<file path="src/rtl/usb_tx_pkg.sv">
// Shared types and constants for the USB full-speed transmit line encoder.
package usb_tx_pkg;

  typedef enum logic [1:0] {
    IDLE    = 2'd0,
    DATA    = 2'd1,
    EOP_SE0 = 2'd2,
    EOP_J   = 2'd3
  } tx_state_t;

  // Line levels as {dp, dm}
  localparam logic [1:0] LINE_J   = 2'b10;
  localparam logic [1:0] LINE_K   = 2'b01;
  localparam logic [1:0] LINE_SE0 = 2'b00;

  // Bit times of SE0 that open the end-of-packet
  localparam int EOP_SE0_BITS = 2;

  // Consecutive 1s after which a stuffed 0 is forced
  localparam int DEFAULT_MAX_ONES = 6;

  // NRZI transition: a transmitted 0 swaps J and K
  function automatic logic [1:0] nrzi_toggle(input logic [1:0] line);
    logic [1:0] res;
    if (line == LINE_J) begin
      res = LINE_K;
    end else begin
      res = LINE_J;
    end
    return res;
  endfunction

endpackage

</file>
<file path="src/rtl/usb_bit_tick_gen.sv">
// Bit-time divider: counts 0..CLKS_PER_BIT-1 and flags the last count as the
// bit tick. Held at zero while i_clr is high so the first tick after a clear
// lands exactly CLKS_PER_BIT cycles later.
module usb_bit_tick_gen #(
  parameter int CLKS_PER_BIT = 4
) (
  input  logic clk,
  input  logic nRST,
  input  logic i_clr,
  output logic o_tick
);

  localparam int W = (CLKS_PER_BIT > 2) ? $clog2(CLKS_PER_BIT) : 1;

  logic [W-1:0] r_div_cnt;
  logic         w_tick;

  assign w_tick = (r_div_cnt == W'(CLKS_PER_BIT - 1));
  assign o_tick = w_tick;

  // Divider counter with clear and wrap at the end of each bit time
  always_ff @(posedge clk or negedge nRST) begin
    if (!nRST) begin
      r_div_cnt <= '0;
    end else if (i_clr || w_tick) begin
      r_div_cnt <= '0;
    end else begin
      r_div_cnt <= r_div_cnt + W'(1);
    end
  end

endmodule

</file>
<file path="src/rtl/usb_tx_bitstuff_nrzi.sv">
// USB full-speed transmit back end: bit stuffing, NRZI line coding, EOP
// generation and output enable. Paces the upstream shifter with bit_ack.
module usb_tx_bitstuff_nrzi
  import usb_tx_pkg::*;
#(
  parameter int CLKS_PER_BIT = 4,
  parameter int MAX_ONES     = DEFAULT_MAX_ONES
) (
  input  logic clk,
  input  logic nRST,
  input  logic tx_start,
  input  logic bit_in,
  input  logic bit_valid,
  input  logic eop_req,
  output logic bit_ack,
  output logic dp,
  output logic dm,
  output logic oe,
  output logic busy,
  output logic underrun
);

  localparam int OW = $clog2(MAX_ONES + 1);

  tx_state_t     r_state;
  logic [1:0]    r_line;
  logic          r_oe;
  logic          r_busy;
  logic          r_bit_ack;
  logic          r_underrun;
  logic [OW-1:0] r_ones_cnt;
  logic [1:0]    r_se0_cnt;

  tx_state_t     w_state_nxt;
  logic [1:0]    w_line_nxt;
  logic          w_oe_nxt;
  logic          w_busy_nxt;
  logic          w_ack_nxt;
  logic          w_underrun_nxt;
  logic [OW-1:0] w_ones_nxt;
  logic [1:0]    w_se0_nxt;
  logic          w_tick;

  usb_bit_tick_gen #(
    .CLKS_PER_BIT(CLKS_PER_BIT)
  ) u_tick (
    .clk   (clk),
    .nRST  (nRST),
    .i_clr (r_state == IDLE),
    .o_tick(w_tick)
  );

  // State register and registered outputs
  always_ff @(posedge clk or negedge nRST) begin
    if (!nRST) begin
      r_state    <= IDLE;
      r_line     <= LINE_J;
      r_oe       <= 1'b0;
      r_busy     <= 1'b0;
      r_bit_ack  <= 1'b0;
      r_underrun <= 1'b0;
      r_ones_cnt <= '0;
      r_se0_cnt  <= 2'd0;
    end else begin
      r_state    <= w_state_nxt;
      r_line     <= w_line_nxt;
      r_oe       <= w_oe_nxt;
      r_busy     <= w_busy_nxt;
      r_bit_ack  <= w_ack_nxt;
      r_underrun <= w_underrun_nxt;
      r_ones_cnt <= w_ones_nxt;
      r_se0_cnt  <= w_se0_nxt;
    end
  end

  // Next-state and next-output decode; line only moves on a tick or at IDLE edges
  always_comb begin
    w_state_nxt    = r_state;
    w_line_nxt     = r_line;
    w_oe_nxt       = r_oe;
    w_busy_nxt     = r_busy;
    w_ack_nxt      = 1'b0;
    w_underrun_nxt = 1'b0;
    w_ones_nxt     = r_ones_cnt;
    w_se0_nxt      = r_se0_cnt;

    case (r_state)
      IDLE: begin
        w_line_nxt = LINE_J;
        w_ones_nxt = '0;
        w_se0_nxt  = 2'd0;
        if (tx_start) begin
          w_state_nxt = DATA;
          w_oe_nxt    = 1'b1;
          w_busy_nxt  = 1'b1;
        end else begin
          w_state_nxt = IDLE;
          w_oe_nxt    = 1'b0;
          w_busy_nxt  = 1'b0;
        end
      end

      DATA: begin
        if (w_tick) begin
          if (r_ones_cnt == OW'(MAX_ONES)) begin
            // Stuffed 0 wins over everything, so it always precedes EOP
            w_line_nxt = nrzi_toggle(r_line);
            w_ones_nxt = '0;
          end else if (bit_valid) begin
            w_ack_nxt = 1'b1;
            if (bit_in) begin
              w_ones_nxt = r_ones_cnt + OW'(1);
            end else begin
              w_line_nxt = nrzi_toggle(r_line);
              w_ones_nxt = '0;
            end
          end else begin
            // Missing data is closed out like a requested EOP
            if (eop_req) begin
              w_underrun_nxt = 1'b0;
            end else begin
              w_underrun_nxt = 1'b1;
            end
            w_state_nxt = EOP_SE0;
            w_line_nxt  = LINE_SE0;
            w_se0_nxt   = 2'd0;
          end
        end else begin
          w_state_nxt = DATA;
        end
      end

      EOP_SE0: begin
        if (w_tick) begin
          if (r_se0_cnt == 2'(EOP_SE0_BITS - 1)) begin
            w_state_nxt = EOP_J;
            w_line_nxt  = LINE_J;
            w_se0_nxt   = 2'd0;
          end else begin
            w_se0_nxt = r_se0_cnt + 2'd1;
          end
        end else begin
          w_state_nxt = EOP_SE0;
        end
      end

      EOP_J: begin
        if (w_tick) begin
          w_state_nxt = IDLE;
          w_line_nxt  = LINE_J;
          w_oe_nxt    = 1'b0;
          w_busy_nxt  = 1'b0;
        end else begin
          w_state_nxt = EOP_J;
        end
      end

      default: begin
        w_state_nxt = IDLE;
        w_line_nxt  = LINE_J;
        w_oe_nxt    = 1'b0;
        w_busy_nxt  = 1'b0;
      end
    endcase
  end

  assign dp       = r_line[1];
  assign dm       = r_line[0];
  assign oe       = r_oe;
  assign busy     = r_busy;
  assign bit_ack  = r_bit_ack;
  assign underrun = r_underrun;

endmodule

</file>
<file path="config.mk">
export PLATFORM = sky130hd
export DESIGN_NAME = usb_tx_bitstuff_nrzi
export DESIGN_NICKNAME = d
export VERILOG_FILES = /design/src/rtl/usb_tx_pkg.sv /design/src/rtl/usb_bit_tick_gen.sv /design/src/rtl/usb_tx_bitstuff_nrzi.sv
export SDC_FILE = /design/constraint.sdc
export NUM_CORES = 1
export LEC_CHECK = 0
export BUFFER_PORTS_ARGS = -buffer_cell sky130_fd_sc_hd__buf_4
export CAP_MARGIN = 10
export CORE_MARGIN = 5
export CORE_UTILIZATION = 55
export CTS_BUF_LIST = sky130_fd_sc_hd__clkbuf_4 sky130_fd_sc_hd__clkbuf_8
export CTS_CLUSTER_DIAMETER = 150
export DETAILED_ROUTE_END_ITERATION = 6
export PLACE_DENSITY = 0.78
export SETUP_SLACK_MARGIN = 0.5
export SYNTH_ARGS = -nofsm -noshare
export SYNTH_HDL_FRONTEND = slang
export SYNTH_SLANG_ARGS = --single-unit
</file>
<file path="constraint.sdc">
create_clock -name clk -period 1.92 [get_ports clk]
set_clock_uncertainty 0.05 [all_clocks]
set_input_delay 0.384 -clock clk [delete_from_list [all_inputs] [get_ports clk]]
set_output_delay 0.384 -clock clk [all_outputs]
set_load 0.01 [all_outputs]
</file>
Yosys cells after proc, flatten, opt, wreduce, memory -nomap -nowiden
Index checks and enable logic that the tools add are counted.

Flip-flop bits (word level): 14. Bits of input ports: 6. Output and inout port bits: 6. Logic and storage cells: 80.

Add/sub/neg operators: 3. Eq/ne operators: 18. Multiplexer cells: 41. Reductions and logical operators: 10.

Operators with widths (number): two-way mux 2 bit (20); case mux 2 bit (4 select lines) (2); two-way mux 1 bit (12); two-way mux 3 bit (4); inequality test 3 bit, second input constant (4); AND reduction 5 bit (2); equality test 2 bit, second input constant (4); inequality test 2 x 1 -> 1 bit, second input constant (3); inequality test 2 bit, second input constant (3); case mux 2 bit (3 select lines) (1); case mux 3 bit (2 select lines) (1); AND reduction 3 bit (2); adder 2 x 1 -> 2 bit, second input constant (2); equality test 2 x 1 -> 1 bit, second input constant (2); inequality test 4 bit, second input constant (1); nonzero test 2 bit (2); adder 3 x 1 -> 3 bit, second input constant (1); equality test 3 bit, second input constant (1); nonzero test 3 bit (1); zero test 2 bit (1); case mux 1 bit (2 select lines) (1); AND reduction 2 bit (1); logical OR 1 bit (1).

Longest topological paths before layout
Gate-level depths: netlist of run 1.

Depth in word-level cells: 7. Gate-level depth with buffers: 6. Gate-level depth less buffers: 6.

Cells and area by module
From an unflattened synthesis of run 1, not the netlist that was laid out.

Cells, all modules: 69. Area, all modules: 750.7 µm².

Modules (own cells, without submodules): usb_tx_bitstuff_nrzi (times used 1, cells each 64, area an instance 665.6 µm², seq. area each 301.5 µm²); usb_bit_tick_gen (times used 1, cells each 5, area an instance 85.1 µm², seq. area each 50.0 µm²).

Worst setup path before layout of run 1
Ideal clock, no wire load.

Kind: flip-flop to flip-flop. Start: register u_tick.r_div_cnt[0]. End: register r_line[0]. Setup time: 0.125 ns. Data arrival time: 1.431 ns. Data required time: 1.745 ns. Setup slack: 0.314 ns. Stages on the path, launching flop included: 7. Buffers on the path: 1. Period minus slack after synthesis: 1.606 ns. Cell sequence: dfrtp_1 ha_1 buf_4 nor2b_1 o221ai_1 o21ai_1 mux2_2.

Word-level cells in the longest chain between the ends: 3. Elaborated cells on any way between the ends: 5. Classes of those cells: eq/ne: 4; reduce/logical: 1.

Ends and longest elaborated chain: start: declaration (line usb_bit_tick_gen.sv:15) `logic [W-1:0] r_div_cnt;`; start signal: assignment (line usb_bit_tick_gen.sv:28) `r_div_cnt <= r_div_cnt + W'(1);`; equality test 2 bit (*) (line usb_bit_tick_gen.sv:18) `assign w_tick = (r_div_cnt == W'(CLKS_PER_BIT - 1));`; inequality test 2 x 1 -> 1 bit (no line); AND reduction 5 bit (no line) (*); end signal: assignment (line usb_tx_bitstuff_nrzi.sv:66) `r_line <= w_line_nxt;`; end: declaration (line usb_tx_bitstuff_nrzi.sv:26) `logic [1:0] r_line;`.

Mark *: on every way between the ends. The rest lies on a longest branch, timed or not. A chain may end at the register's enable or synchronous reset.

Worst setup path in the final report of run 1
Start: register u_tick.r_div_cnt[1]. End: register r_line[0].

The elaborated chain is that of the path after synthesis.

==> qor.yml, run 1 <==
worstSkewPairLatency_ps: 280
cts_buffer_depth: 2
ys_seq_area_share_pct: 46.83
drv_cap: 0
slew_violations: 0
path_clk_slew_ps: 80
ir_drop_mv: 0.6669
wirelength_mm: 1.654
wire_per_inst_um: 14.90
reg2reg_from: "u_tick.r_div_cnt[1]"
switchingPower_uw: 511.4
numPortBuffers: 11
ys_ff_latch: 14
grt_first_pass_wirelength_mm: 2.725
dieArea_mm2: 0.002204
synth.top_cell.area_share_pct: 43.33
startpoint_type: "register"
power_frac_comb_pct: 50.4
hold_path_class: "in2reg"
grt_setup_unrepaired: "yes"
avgSynthCellArea_um2: 10.01
antenna_found_initial: 0
die_x_um: 46.95
initial_utilization_pct: 57.69
syn-num-nets: 85
synth_warnings: 0
fill_cells: 83
finalWeightedCongestion: 0.8155
synth_top_family_by_area: "simple AND/OR/NAND/NOR gates"
synthAdderAreaFrac_pct: 6.667
viasPerCell: 5.595
required_ps: 2030
synthTopCellsByArea: "dfrtp_1 43%, ha_1 6.7%, buf_4 4.0%"
grt_overflow: 0
setup_slack_ps: 442.7
finalCriticalPeriod_ps: 1477
holdPathEnd: "underrun"
synthSimpleGateAreaFrac_pct: 20.17
vias: 621
power_density_mw_per_mm2: 1336
setup_tns_ps: 0
finalSetupViolations: 0
seq_power_share_pct: 35.4
yosys.area.top_type: "dfrtp_1"
drc: 0
syn_area_um2: 750.7
grt_start_max_net_pins: 15
antennaDiodeCount: 0
cp_max_fo: 5
synthXorXnorAreaFrac_pct: 1.167
hold_viol_final: 0
pwr-share-clk_pct: 14.1
worstSetupEndpointType: "register"
synth_cell_types: 30
grt_pass1_vias: 639
clockRootBuffer: "clkbuf_4"
reg2reg_depth: 5
hold_start: "eop_req"
grt_usage_pct: 17.43
core_mm2: 0.001301
leakagePower_uw: 0.0004676
tightestPinTransition_ps: 333.6
numCtsBuffers: 3
worst-setup-path-type: "reg2reg"
synthMuxAreaShare_pct: 4.333
crit-reg2reg-capture: "r_line[0]"
synth_cells: 75
drt_first_pass_iters: 4
relSlewSlack_pct: 77.47
fmax_mhz: 676.9
nets: 107
fp.dieH_um: 46.95
regToRegSetupSlack_ps: 440
internal-power_uw: 844.4
final_antenna_net_count: 0
status: "finished clean"
fin_crit_sh_pct: 76.94
swShare_pct: 37.72
cts_num_sinks: 14
worstPathArrival_ps: 1590
cts_tree: "built"
cts.htree.levels: 1
drt_iter0_markers: 16
worstHoldPathCells: 2
area_growth_pct: 35.17
drive_gt1_share_pct: 44.79
synth_compound_area_share_pct: 13.83
dp_hpwl_mm: 1.001
io_pins: 12
dp_slack_ps: 284.3
row_count: 13
## layout by cell type, fill, tap and decap left out, drive strengths merged, types with 2 or more instances in the layout
cell type	n
o21ai	5
nand2b	2
nor3b	2
a21oi	4
nor3	2
nor2	5
o22ai	2
dfrtp	13
nand3	3
clkbuf	4
buf	20
mux2	2
ha	4
nand2	5
inv	6
nor2b	4
## layout make-up
cell class                      count  area [µm²]  area share (%)
Multi-Input combinational cell     51       426.7           42.05
Inverter                            6       22.52           2.219
Tap cell                           15       18.77           1.850
Clock buffer                        4       30.03           2.959
Sequential cell                    14       352.8           34.77
Timing Repair Buffer               21       163.9           16.15
## power groups by stage
stage / registers [µW] / logic [µW] / clock network [µW]
3_3_place_gp: 476 / 511 / 0
5_1_grt: 495 / 757 / 209
2_1_floorplan: 471 / 409 / 0
6_report: 480 / 684 / 191
3_5_place_dp: 481 / 521 / 0
4_1_cts: 473 / 658 / 195
## synth_stat cells
| cell | instances |
|---|---|
| o211ai_1 | 1 |
| nand2b_1 | 1 |
| nand3b_1 | 1 |
| inv_1 | 6 |
| nor3b_1 | 2 |
| xnor2_1 | 1 |
| or2_2 | 1 |
| dfrtp_1 | 13 |
| o21ai_0 | 4 |
| a21oi_2 | 1 |
| or3_1 | 1 |
| mux2i_1 | 1 |
| o22ai_1 | 2 |
| nand2_1 | 5 |
| nor2_1 | 5 |
| and4_1 | 1 |
| o41ai_1 | 1 |
| buf_4 | 4 |
| nor2b_1 | 4 |
| nand2b_4 | 1 |
| a21oi_1 | 3 |
| o21ai_1 | 1 |
| nand3_1 | 3 |
| o221ai_1 | 1 |
| dfstp_2 | 1 |
| mux2_2 | 2 |
| a311o_1 | 1 |
| nor3_1 | 2 |
| ha_1 | 4 |
| a211oi_1 | 1 |
## layer usage
metal	wire [µm]	part of all wire, %	up-vias	global-route usage, %
met2	851	51	23	30.62
met3	104	6.3	5	2.682
li1	-	-	299	-
met5	0	0	-	0
met4	26	1.6	0	8.840
met1	672	41	294	20.38
## critical path, cell delays in order (launching register included)
cell and delay (ps):
dfrtp_1 420, ha_4 190, nand3b_1 110, o221ai_2 190, o21ai_2 100, mux2_4 300
## per-stage QoR
stage	hold WS, ps	cell area [µm²]	power [µW]	utilization (%)	std cells
floorplan	38.41	767.0	880.1	-	75
global placement	190.2	842.1	986.2	64.71	98
detailed placement	191.7	842.1	1002	64.71	98
CTS	199.7	996.0	1325	76.54	110
global route	198.4	1015	1461	77.98	111
finish	206.6	1015	1356	77.98	111
## cells by family after synthesis
kind of cell             Yosys count
AND/OR/NAND/NOR                   27
AO/OA/AOI/OAI                     16
flip-flops                        14
buffers and inverters             10
adder cells (fa/ha/maj)            4
multiplexers                       3
XOR/XNOR                           1
## worst max path at each step
stage	from	slack (ps)	end
6_report	u_tick.r_div_cnt[1]	440	r_line[0]
3_3_place_gp	r_state[0]	340	r_line[0]
4_1_cts	u_tick.r_div_cnt[0]	440	r_line[0]
3_5_place_dp	r_state[0]	280	r_line[0]
5_1_grt	r_state[1]	360	r_line[1]
2_1_floorplan	u_tick.r_div_cnt[0]	420	r_line[0]
## flip-flops by register name (all words and copies together) (netlist names)
signal	flops
r_ones_cnt	3
r_line	2
r_se0_cnt	2
r_state	2
u_tick.r_div_cnt	2
bit_ack	1
busy	1
underrun	1
## timing repair
item	CTS	global route
pin swaps	5	4
endpoints found under the setup margin	8	9
resized for setup	11	4
hold buffers	1	0
endpoints found under the hold margin	13	0
setup buffers	7	1
Power figures use the tool's default switching activity.
==> run 2: changes to the inputs <==
Settings changed: CORE_UTILIZATION 55 to 51, PLACE_DENSITY 0.78 to 0.76.
Clock period 1.92 ns to 1.33 ns, I/O delays scaled along.
==> qor.yml, run 2 (synthesized netlist as in run 1, its figures left out) <==
status: "finished, violations left"
violations: "setup timing"
cts.htree.levels: 1  # unchanged
largest_reg_flops: 3  # unchanged
cts_tree: "built"
place_area_um2: 969.7  # +15%
grt_pass1_vias: 755  # +18%
tightestPinTransition_ps: 274.9  # -58.73 ps
worstHoldPathCells: 2  # unchanged
reg2reg_depth: 5  # unchanged
nets: 125  # +17%
worstSetupEndpointType: "register"
path_clk_slew_ps: 90  # about the same
final_common_cell: "buf_4"
cts_num_sinks: 14  # unchanged
numCtsBuffers: 3  # unchanged
finalSetupViolations: 10  # +10
regMostFlops: "r_ones_cnt"
grt_overflow: 0  # unchanged
leakagePower_uw: 0.0005952  # +27%
fin_util_pct: 95.09  # +17 points
cts_buffer_depth: 2  # unchanged
area_growth_pct: 71.00
fp.dieH_um: 48.37  # +3.0%
grt_usage_pct: 19.43  # +2.0 points
dp_hpwl_mm: 1.201  # +20%
wirelength_mm: 2.902  # +75%
grt_setup_unrepaired: "yes"
power_density_mw_per_mm2: 2106  # +58%
hold_viol_final: 0  # unchanged
fin_crit_sh_pct: 118.2  # +41 points
numPortBuffers: 11  # unchanged
worst-setup-path-type: "reg2reg"
fill_cells: 40  # -52%
antennaDiodeCount: 0  # unchanged
worstPathArrival_ps: 1710  # +120 ps
grt_start_max_net_pins: 16  # +1
row_count: 13  # unchanged
relSlewSlack_pct: 81.63  # +4.2 points
slew_violations: 0  # unchanged
final_antenna_net_count: 0  # unchanged
antenna_found_initial: 0  # unchanged
required_ps: 1470  # -560 ps
viasPerCell: 5.946  # +6.3%
fmax_mhz: 636.1  # -6.0%
startpoint_type: "register"
grt_first_pass_wirelength_mm: 3.581  # +31%
drt_iter0_markers: 27  # +11
setup_slack_ps: -242.0  # -684.7 ps
initial_utilization_pct: 55.61  # -2.1 points
core_mm2: 0.001350  # +3.7%
worstSkewPairLatency_ps: 300  # +20 ps
drc: 0  # unchanged
hold_path_class: "in2reg"
cp_max_fo: 3  # -2
placed_cells: 112  # +14%
clockRootBuffer: "clkbuf_4"
dieArea_mm2: 0.002339  # +6.1%
design_area_mm2: 0.001284  # +27%
finalCriticalPeriod_ps: 1572  # +94.73 ps
finalWeightedCongestion: 0.7579  # -7.1%
die_x_um: 48.37  # +3.0%
drive_gt1_share_pct: 61.40  # +17 points
dp_slack_ps: -174.6  # -458.9 ps
io_pins: 12  # unchanged
vias: 767  # +24%
drt_first_pass_iters: 4  # unchanged
layout_common_cells: "24 x buf_4, 13 x buf_6, 12 x dfrtp_1"
wire_per_inst_um: 22.50  # +51%
drv_cap: 0  # unchanged
ir_drop_mv: 1.691  # +150%
layout.cells.non_filler: 129  # +16%
==> run 2: cell types whose count changed in the layout (fill, tap and decap cells not counted), moves of 2 or more <==
cell,change
nor2_1,-2
nor3_2,+2
buf_6,+12
nor2_4,+2
nor3_1,-2
buf_4,+5
==> run 2: timing repair <==
| item | in CTS | in global routing |
|---|---|---|
| setup buffers | 4 | 8 |
| pin swaps | 6 | 9 |
| endpoints found under the hold margin | 14 | 0 |
| hold buffers | 1 | 0 |
| setup endpoints to repair | 20 | 20 |
| gates resized for setup | 25 | 15 |
==> run 2: layout make-up <==
class	count	area (µm²)	area share, %
clock buffers	4	36.28	2.827
inverters	6	22.52	1.754
multi-input cells	51	501.7	39.08
flip-flops and latches	14	352.8	27.49
well taps	15	18.77	1.462
repair buffers	39	351.6	27.39
==> run 2: power breakdown <==
part | internal (µW) | switching, µW | leakage (µW)
Combinational | 884 | 797 | 0.000395
Clock | 167 | 159 | 0.0000210
Sequential | 567 | 130 | 0.000179
Total | 1620 | 1090 | 0.000595
==> run 2: per-stage QoR <==
stage                     total power, µW  hold slack [ps]  setup TNS, ps
after floorplan                      1301           -79.59         -345.5
after global placement               1599            75.66         -551.7
after detailed placement             1635            77.50         -780.7
after CTS                            2278            71.12         -728.3
after global routing                 2842            57.64          -2067
final                                2703            70.73          -1501
==> run 2: layer usage <==
layer	global-route usage [%]	vias up	routed length, µm
met3	5.199	11	154
met2	32.83	40	1555
li1	-	342	-
met4	10.60	0	94
met1	21.76	374	1097
met5	0	-	0
==> run 2: path summary, 6_finish.rpt <==
kind	end	slack, ps	from
worst min-delay path	underrun	70	eop_req
max in group asynchronous	r_line[1]	680	nRST
min in group asynchronous	r_ones_cnt[2]	300	nRST
worst max-delay path	r_line[0]	-240	r_state[0]
worst min register to register	r_se0_cnt[1]	510	r_se0_cnt[1]
worst max register to register	r_line[0]	-240	r_state[0]
==> run 2: critical path, cell delays in order (launching register included) <==
cell and delay [ps]:
dfrtp_1 410, buf_6 130, nand3b_1 210, o221ai_2 240, o21ai_2 110, mux2_4 310
==> run 3: changes to the inputs <==
Settings changed: CORE_UTILIZATION 51 to 47, CTS_CLUSTER_DIAMETER 150 to not set, PLACE_DENSITY 0.76 to 0.71.
==> qor.yml, run 3 (synthesized netlist as in run 1, its figures left out) <==
place_area_mm2: 0.001001  # +3.2%
fin_crit_sh_pct: 113.4  # -4.8 points
worstSetupEndpointType: "register"
crit-reg2reg-capture: "r_line[0]"
cts.htree.levels: 1  # unchanged
wirelength_mm: 2.182  # -25%
finalCriticalPeriod_ps: 1508  # -64.23 ps
setup_slack_ps: -177.8  # +64.23 ps
numCtsBuffers: 3  # unchanged
grt_usage_pct: 19.58  # +0.15 points
cts_buffer_depth: 2  # unchanged
cts_num_sinks: 14  # unchanged
vias: 719  # -6.3%
worstPathCellList: "ha_4 -> nand3b_1 -> o221ai_2 -> o21ai_2 -> mux2_2"
cts_tree: "built"
nets: 124  # -0.80%
layout_common_cells: "26 x buf_4, 12 x dfrtp_1, 11 x buf_6"
path_buf_inv: 0  # -1
grt_overflow: 0  # unchanged
die_x_um: 49.97  # +3.3%
final_antenna_net_count: 0  # unchanged
numPortBuffers: 11  # unchanged
slowest_delay_ps: 420  # about the same
leakagePower_uw: 0.0005877  # -1.3%
crit_family: "flip-flops"
reg2reg_depth: 5  # unchanged
row_count: 14  # +1
area_growth_pct: 68.50
finalWeightedCongestion: 0.8435  # +11%
wire_per_inst_um: 16.91  # -25%
fmax_mhz: 663.2  # +4.3%
holdPathEnd: "underrun"
initial_utilization_pct: 49.83  # -5.8 points
slew_violations: 0  # unchanged
worstHoldPathCells: 2  # unchanged
grt_pass1_vias: 767  # +1.6%
design_area_mm2: 0.001265  # -1.5%
final_common_cell: "buf_4"
grt_start_max_net_pins: 15  # -1
fp.dieH_um: 49.97  # +3.3%
violations: "setup timing"
hold_start: "eop_req"
hold_path_class: "in2reg"
core_mm2: 0.001506  # +12%
hold_slack_ps: 86.12  # +15.40 ps
clockRootBuffer: "clkbuf_4"
drv_cap: 0  # unchanged
status: "finished, violations left"
antennaDiodeCount: 0  # unchanged
drc: 0  # unchanged
io_pins: 12  # unchanged
crit_cells: 5  # unchanged
ir_drop_mv: 1.285  # -24%
required_ps: 1460  # about the same
viasPerCell: 5.574  # -6.3%
dieArea_mm2: 0.002497  # +6.7%
dp_hpwl_mm: 1.242  # +3.4%
regToRegSetupSlack_ps: -180  # +60 ps
largest_reg_flops: 3  # unchanged
startpoint_type: "register"
power_density_mw_per_mm2: 2024  # -3.9%
worst-setup-path-type: "reg2reg"
grt_first_pass_wirelength_mm: 3.650  # +1.9%
antenna_found_initial: 0  # unchanged
finalSetupViolations: 9  # -1
drt_iter0_markers: 12  # -56%
tightestPinTransition_ps: 262.6  # -12.32 ps
worstPathArrival_ps: 1630  # -80 ps
fin_util_pct: 83.97  # -11 points
drt_first_pass_iters: 5  # +1
relSlewSlack_pct: 82.31  # +0.68 points
cp_max_fo: 4  # +1
regMostFlops: "r_ones_cnt"
worstSkewPairLatency_ps: 290  # about the same
path_clk_slew_ps: 90  # about the same
drive_gt1_share_pct: 62.83  # +1.4 points
hold_viol_final: 0  # unchanged
reg2reg_from: "u_tick.r_div_cnt[0]"
crit_path_top_delay_cell: "dfrtp_1"
grt_setup_unrepaired: "yes"
[run 3: timing repair]
item / CTS / global route
pin swaps: 7 / 3
gates resized for setup: 27 / 10
gates cloned: 0 / 0
hold buffers: 1 / 0
buffers inserted: 5 / 2
endpoints found under the setup margin: 20 / 20
endpoints found under the hold margin: 14 / 0
[run 3: worst max path at each step]
stage / startpoint / to / slack (ps)
3_5_place_dp: u_tick.r_div_cnt[0] / r_line[0] / -170
6_report: u_tick.r_div_cnt[0] / r_line[0] / -180
2_1_floorplan: u_tick.r_div_cnt[0] / r_line[0] / -170
3_3_place_gp: r_ones_cnt[1] / r_line[0] / -140
4_1_cts: u_tick.r_div_cnt[0] / r_line[0] / -120
5_1_grt: u_tick.r_div_cnt[0] / r_line[0] / -250
[run 3: worst reg2reg max path: cells and delay by family (launching register included)]
kind,cells,cell delay (ps)
AO/OA/AOI/OAI,2,340
adder cells (fa/ha/maj),1,180
flip-flops,1,420
multiplexers,1,270
AND/OR/NAND/NOR,1,130
[run 3: final cells by class]
type	instances	area, µm²
fillers	80	241.5
flip-flops and latches	14	352.8
multi-input cells	51	504.2
repair buffers	38	329.1
clock buffers	4	36.28
inverters	6	22.52
well taps	16	20.02
[run 3: per-stage QoR]
step	power [µW]	std cells	setup slack (ps)	TNS, ps
final	2560	129	-177.8	-947.4
after detailed placement	1723	117	-170.5	-725.7
after CTS	2370	127	-117.1	-592.4
after global routing	2745	129	-248.6	-1521
after global placement	1698	117	-144.3	-560.6
after floorplan	1301	75	-172.8	-345.5
[run 3: power by group]
group          leakage [µW]  switching [µW]  internal (µW)
clock             0.0000210             144            167
sequential         0.000180             129            566
combinational      0.000387             685            869
[run 3: layer usage]
| metal | up-vias | track usage, % | routed length (µm) |
|---|---|---|---|
| li1 | 336 | - | - |
| met1 | 358 | 21.34 | 852 |
| met2 | 19 | 32.42 | 1166 |
| met3 | 6 | 5.723 | 111 |
| met4 | 0 | 12.66 | 51 |
| met5 | - | 0 | 0 |
